[src/rtl/multi_cycle_control.sv]
// Main control FSM and ALU decoder for a multi-cycle MIPS datapath.
// Moore outputs come from the registered state; aluControl also looks at funct.
module multi_cycle_control #(
  parameter logic [5:0] OP_RTYPE = 6'b000000,
  parameter logic [5:0] OP_LW    = 6'b100011,
  parameter logic [5:0] OP_SW    = 6'b101011,
  parameter logic [5:0] OP_BEQ   = 6'b000100,
  parameter logic [5:0] OP_ADDI  = 6'b001000,
  parameter logic [5:0] OP_J     = 6'b000010
) (
  input  logic       clock,
  input  logic       reset,
  input  logic [5:0] opcode,
  input  logic [5:0] funct,
  input  logic       zero,
  output logic       irWrite,
  output logic       pcEn,
  output logic       iorD,
  output logic       memWrite,
  output logic       regWrite,
  output logic       regDst,
  output logic       memToReg,
  output logic       aluSrcA,
  output logic [1:0] aluSrcB,
  output logic [1:0] pcSrc,
  output logic [2:0] aluControl,
  output logic       illegalOp,
  output logic       instrDone,
  output logic [3:0] state
);

  typedef enum logic [3:0] {
    StFetch  = 4'd0,
    StDecode = 4'd1,
    StMemAdr = 4'd2,
    StMemRd  = 4'd3,
    StMemWb  = 4'd4,
    StMemWr  = 4'd5,
    StExec   = 4'd6,
    StAluWb  = 4'd7,
    StBranch = 4'd8,
    StAddiEx = 4'd9,
    StAddiWb = 4'd10,
    StJump   = 4'd11
  } state_e;

  localparam logic [1:0] AluOpAdd   = 2'b00;
  localparam logic [1:0] AluOpSub   = 2'b01;
  localparam logic [1:0] AluOpFunct = 2'b10;

  localparam logic [2:0] AluAdd = 3'b010;
  localparam logic [2:0] AluSub = 3'b110;
  localparam logic [2:0] AluAnd = 3'b000;
  localparam logic [2:0] AluOr  = 3'b001;
  localparam logic [2:0] AluSlt = 3'b111;

  state_e     state_q, state_d;
  logic       pc_write;
  logic       branch;
  logic [1:0] alu_op;
  logic       op_legal;

  assign op_legal = (opcode == OP_RTYPE) || (opcode == OP_LW)  || (opcode == OP_SW) ||
                    (opcode == OP_BEQ)   || (opcode == OP_ADDI) || (opcode == OP_J);

  // State register: reset wins over any in-flight instruction.
  always_ff @(posedge clock) begin
    if (reset) begin
      state_q <= StFetch;
    end else begin
      state_q <= state_d;
    end
  end

  always_comb begin
    state_d = StFetch;
    case (state_q)
      StFetch:  state_d = StDecode;
      StDecode: begin
        if (opcode == OP_LW || opcode == OP_SW) begin
          state_d = StMemAdr;
        end else if (opcode == OP_RTYPE) begin
          state_d = StExec;
        end else if (opcode == OP_BEQ) begin
          state_d = StBranch;
        end else if (opcode == OP_ADDI) begin
          state_d = StAddiEx;
        end else if (opcode == OP_J) begin
          state_d = StJump;
        end else begin
          state_d = StFetch;
        end
      end
      StMemAdr: state_d = (opcode == OP_SW) ? StMemWr : StMemRd;
      StMemRd:  state_d = StMemWb;
      StMemWb:  state_d = StFetch;
      StMemWr:  state_d = StFetch;
      StExec:   state_d = StAluWb;
      StAluWb:  state_d = StFetch;
      StBranch: state_d = StFetch;
      StAddiEx: state_d = StAddiWb;
      StAddiWb: state_d = StFetch;
      StJump:   state_d = StFetch;
      default:  state_d = StFetch;
    endcase
  end

  always_comb begin
    irWrite   = 1'b0;
    pc_write  = 1'b0;
    branch    = 1'b0;
    iorD      = 1'b0;
    memWrite  = 1'b0;
    regWrite  = 1'b0;
    regDst    = 1'b0;
    memToReg  = 1'b0;
    aluSrcA   = 1'b0;
    aluSrcB   = 2'b00;
    pcSrc     = 2'b00;
    alu_op    = AluOpAdd;
    illegalOp = 1'b0;
    instrDone = 1'b0;
    case (state_q)
      StFetch: begin
        irWrite  = 1'b1;
        pc_write = 1'b1;
        aluSrcB  = 2'b01;
      end
      StDecode: begin
        aluSrcB   = 2'b11;
        illegalOp = ~op_legal;
        instrDone = ~op_legal;
      end
      StMemAdr: begin
        aluSrcA = 1'b1;
        aluSrcB = 2'b10;
      end
      StMemRd: begin
        iorD = 1'b1;
      end
      StMemWb: begin
        memToReg  = 1'b1;
        regWrite  = 1'b1;
        instrDone = 1'b1;
      end
      StMemWr: begin
        iorD      = 1'b1;
        memWrite  = 1'b1;
        instrDone = 1'b1;
      end
      StExec: begin
        aluSrcA = 1'b1;
        alu_op  = AluOpFunct;
      end
      StAluWb: begin
        regDst    = 1'b1;
        regWrite  = 1'b1;
        instrDone = 1'b1;
      end
      StBranch: begin
        aluSrcA   = 1'b1;
        alu_op    = AluOpSub;
        pcSrc     = 2'b01;
        branch    = 1'b1;
        instrDone = 1'b1;
      end
      StAddiEx: begin
        aluSrcA = 1'b1;
        aluSrcB = 2'b10;
      end
      StAddiWb: begin
        regWrite  = 1'b1;
        instrDone = 1'b1;
      end
      StJump: begin
        pcSrc     = 2'b10;
        pc_write  = 1'b1;
        instrDone = 1'b1;
      end
      default: ;
    endcase
  end

  assign pcEn  = pc_write | (branch & zero);
  assign state = state_q;

  // aluOp 11 is never produced; it falls back to add.
  always_comb begin
    aluControl = AluAdd;
    case (alu_op)
      AluOpSub: aluControl = AluSub;
      AluOpFunct: begin
        case (funct)
          6'b100000: aluControl = AluAdd;
          6'b100010: aluControl = AluSub;
          6'b100100: aluControl = AluAnd;
          6'b100101: aluControl = AluOr;
          6'b101010: aluControl = AluSlt;
          default:   aluControl = AluAdd;
        endcase
      end
      default: aluControl = AluAdd;
    endcase
  end

endmodule

[config.mk]
export PLATFORM = sky130hd
export DESIGN_NAME = multi_cycle_control
export DESIGN_NICKNAME = d
export VERILOG_FILES = /design/src/rtl/multi_cycle_control.sv
export SDC_FILE = /design/constraint.sdc
export NUM_CORES = 1
export LEC_CHECK = 0
export CORE_UTILIZATION = 39
export CTS_CLUSTER_DIAMETER = 120
export DETAILED_ROUTE_END_ITERATION = 12
export HOLD_SLACK_MARGIN = 0.05
export PLACE_DENSITY = 0.88
export SETUP_SLACK_MARGIN = 0.02
export SYNTH_ARGS = -nofsm -noshare
export SYNTH_HDL_FRONTEND = slang
export SYNTH_SLANG_ARGS = --single-unit
[constraint.sdc]
create_clock -name clock -period 2.9 [get_ports clock]
set_input_delay 0.29 -clock clock [delete_from_list [all_inputs] [get_ports clock]]
set_output_delay 0.29 -clock clock [all_outputs]
set_load 0.02 [all_outputs]
==> impl_metrics.env, run 1 <==
export IMPL_status="completed"
export IMPL_p_per_area_nw_per_um2=233
export IMPL_r2r_slack_ns=1.34
export IMPL_die_h_um=41.2
export IMPL_crit_required_ns=2.61
export IMPL_p_total_mw=0.229
export IMPL_syn_instance_count=92
export IMPL_cts_root_buf="clkbuf_4"
export IMPL_synth_seq_area_share=0.133
export IMPL_dp_hpwl_um=1420
export IMPL_rsz0062_at_grt="no"
export IMPL_finalCritPeriodShare=0.923
export IMPL_clk_latency_ns=0.24
export IMPL_synth_fp_nets=110
export IMPL_dieArea_um2=1700
export IMPL_r2r_start="state[0]"
export IMPL_worstHoldPathType="register to register"
export IMPL_maxSlewHeadroom=0.711
export IMPL_gp_congestion=0.884
export IMPL_largest_reg_flops=4
export IMPL_htree_levels=1
export IMPL_wl_um=1850
export IMPL_crit_chain="nand2b_1 -> or2_2 -> ha_1 -> nand2_1 -> a21oi_1 -> clkdlybuf4s50_1"
export IMPL_gr_usage_all_layers=0.251
export IMPL_irDropWorstVdd_mv=0.203
export IMPL_holdPathEnd="state[3]"
export IMPL_post_cts_setup_buffers=0
export IMPL_period_minus_slack_ns=2.68
export IMPL_hold_start="state[3]"
export IMPL_cp_start_kind="register"
export IMPL_syn_avg_cell_area_um2=6.53
export IMPL_cp_max_fo=11
export IMPL_syn_area_um2=601
export IMPL_critPathMaxStageDelay_ns=0.62
export IMPL_detail_route_antenna_nets=0
export IMPL_cts_buffers_inserted=3
export IMPL_overflow=0
export IMPL_start_util=0.440
export IMPL_port_buffers=35
export IMPL_worstPathArrival_ns=2.39
export IMPL_synth_seq_cells=4
export IMPL_fin_nets=147
export IMPL_clock_sinks=4
export IMPL_fill_cells=130
export IMPL_drc=0
export IMPL_instances_no_fill=142
export IMPL_netlist_area_leader_share=0.133
export IMPL_yosysWarnings=0
export IMPL_worst_pin_slew_ns=0.432
export IMPL_via_per_inst=5.76
export IMPL_first_iter_violations=32
export IMPL_area_growth_syn_to_layout_pct=63.5
export IMPL_grt_pass1_vias=671
export IMPL_final_hold_violation_count=0
export IMPL_holdWs_ns=0.635
export IMPL_routed_via_count=818
export IMPL_hold_path_depth=2
export IMPL_yosys_area_top_type="dfxtp_1"
export IMPL_ys_types=35
export IMPL_p_leak_nw=0.355
export IMPL_post_place_cells=139
export IMPL_clock_skew_ns=0.00351
export IMPL_die_w_um=41.2
export IMPL_num_rows=13
export IMPL_num_antenna_cells=0
export IMPL_tns_ns=0
export IMPL_synth_area_leaders="dfxtp_1 13%, nor2_1 8.8%, ha_1 6.3%"
export IMPL_antenna_found_initial=0
export IMPL_firstDrtPassIters=4
export IMPL_drive_gt1_frac=0.0866
export IMPL_finalSetupViolations=0
export IMPL_max_freq_mhz=374
export IMPL_rr_endpoint="state[2]"
export IMPL_reg2reg_depth=4
export IMPL_cts_tree="built"
export IMPL_wire_per_inst_um=13.1
export IMPL_clkTransAtPathRegs_ns=0.04
export IMPL_max_cap_viol_count=0
export IMPL_endpoint_kind="output port"
export IMPL_grt_pass1_wl_um=2770
export IMPL_clockBufferDepth=2
export IMPL_grt_max_degree=15
export IMPL_slew_viol_final=0
export IMPL_worst_setup_path_type="register to output port"
export IMPL_ios=36
export IMPL_core_area_um2=1370
export IMPL_cpMaxStageDelayCell="clkdlybuf4s50_1"
export IMPL_hold_buffers=0
## how the worst max path moves through the flow
stage | start | to | slack, ns | depth (start not counted)
2_1_floorplan | state[2] | aluControl[0] | 0.84 | 6
3_3_place_gp | state[2] | aluControl[0] | 0.44 | 6
3_5_place_dp | state[2] | aluControl[0] | 0.34 | 6
4_1_cts | state[2] | aluControl[0] | 0.07 | 6
5_1_grt | state[2] | aluControl[0] | 0.13 | 6
6_report | state[2] | aluControl[0] | 0.22 | 6
## logic make-up (layout without fill, tap and decap cells)
family	after synthesis	in the layout	share of synthesized area
simple gates	49	49	0.413
compound gates	23	23	0.254
buf+inv	9	44	0.0750
fa+ha+maj	4	4	0.0813
flops	4	4	0.133
xor+xnor	3	3	0.0438
## layer usage
layer,vias up,wire [µm],global-route usage
met5,-,0,0
met2,42,939,0.477
met3,2,125,0.0380
met4,0,27,0.105
li1,413,-,-
met1,361,761,0.270
## layout make-up
cell class,instances,area (µm²),area share
multi-input combinational,79,475,0.484
tap,15,18.8,0.0191
timing repair buffer,38,373,0.380
inverter,3,11.3,0.0115
clock buffer,3,22.5,0.0229
sequential,4,81.3,0.0828
## critical path, delay by kind of cell (launching register included)
| kind | cells | cell delay (ns) |
|---|---|---|
| simple gates | 3 | 0.61 |
| buf+inv | 1 | 0.62 |
| flops | 1 | 0.43 |
| compound gates | 1 | 0.15 |
| fa+ha+maj | 1 | 0.33 |
## cell usage in the layout (no fill, tap or decap), types with 2 or more instances in the layout
| master | Yosys | final |
|---|---|---|
| o21ai_0 | 4 | 4 |
| nand2_1 | 7 | 7 |
| o32a_1 | 2 | 2 |
| nand2b_1 | 4 | 4 |
| dfxtp_1 | 4 | 3 |
| xor2_1 | 2 | 2 |
| nand3_1 | 4 | 4 |
| nor4_1 | 2 | 2 |
| a21oi_1 | 7 | 7 |
| ha_1 | 3 | 3 |
| nor2b_1 | 3 | 3 |
| o22ai_1 | 2 | 2 |
| nor2_1 | 14 | 14 |
| clkdlybuf4s50_1 | 0 | 35 |
| inv_1 | 3 | 3 |
| nor3_1 | 4 | 4 |
| clkbuf_4 | 0 | 3 |
| and3_1 | 3 | 3 |
| buf_4 | 0 | 3 |
| nand4_1 | 3 | 3 |
## cells in the mapped netlist, drive strengths merged
master and count:
maj3 1, o31ai 1, o32a 2, or3 1
inv 3, nand2 7, xor2 2, o21bai 1
ha 3, buf 4, nand2b 4, o211ai 1
a31oi 1, o22ai 2, a21oi 7, clkbuf 2
a311o 1, dfxtp 4, nand4 3, nand3b 1
nand3 4, or2 1, and3 3, a2111oi 1
nor2 15, nor4 2, nor3 4, o2111ai 1
o21ai 4, a22oi 1, nor2b 4, xnor2 1
## stage by stage
stage,area (µm²),setup WS (ns),util
2_1_floorplan,601,0.840,-
3_3_place_gp,958,0.435,0.701
3_5_place_dp,958,0.339,0.701
4_1_cts,981,0.0700,0.718
5_1_grt,982,0.129,0.719
6_report,982,0.224,0.719
## power breakdown
part | leakage [nW] | total [mW] | internal [mW] | switching (mW)
Sequential | 0.0331 | 0.0620 | 0.0571 | 0.00489
Clock | 0.0138 | 0.0726 | 0.0465 | 0.0261
Combinational | 0.308 | 0.0944 | 0.0499 | 0.0445
Total | 0.355 | 0.229 | 0.154 | 0.0755
## what timing repair did
action / 4_1_cts / 5_1_grt
hold endpoints to repair: 0 / 0
resized for setup: 0 / 1
endpoints found under the setup margin: 0 / 2
Power figures use the tool's default switching activity.
==> run 2: changes to the inputs <==
Settings changed: CAP_MARGIN set to 25.
==> results of run 2 <==
No change in the layout: final DEF, timing and power equal those of run 1.
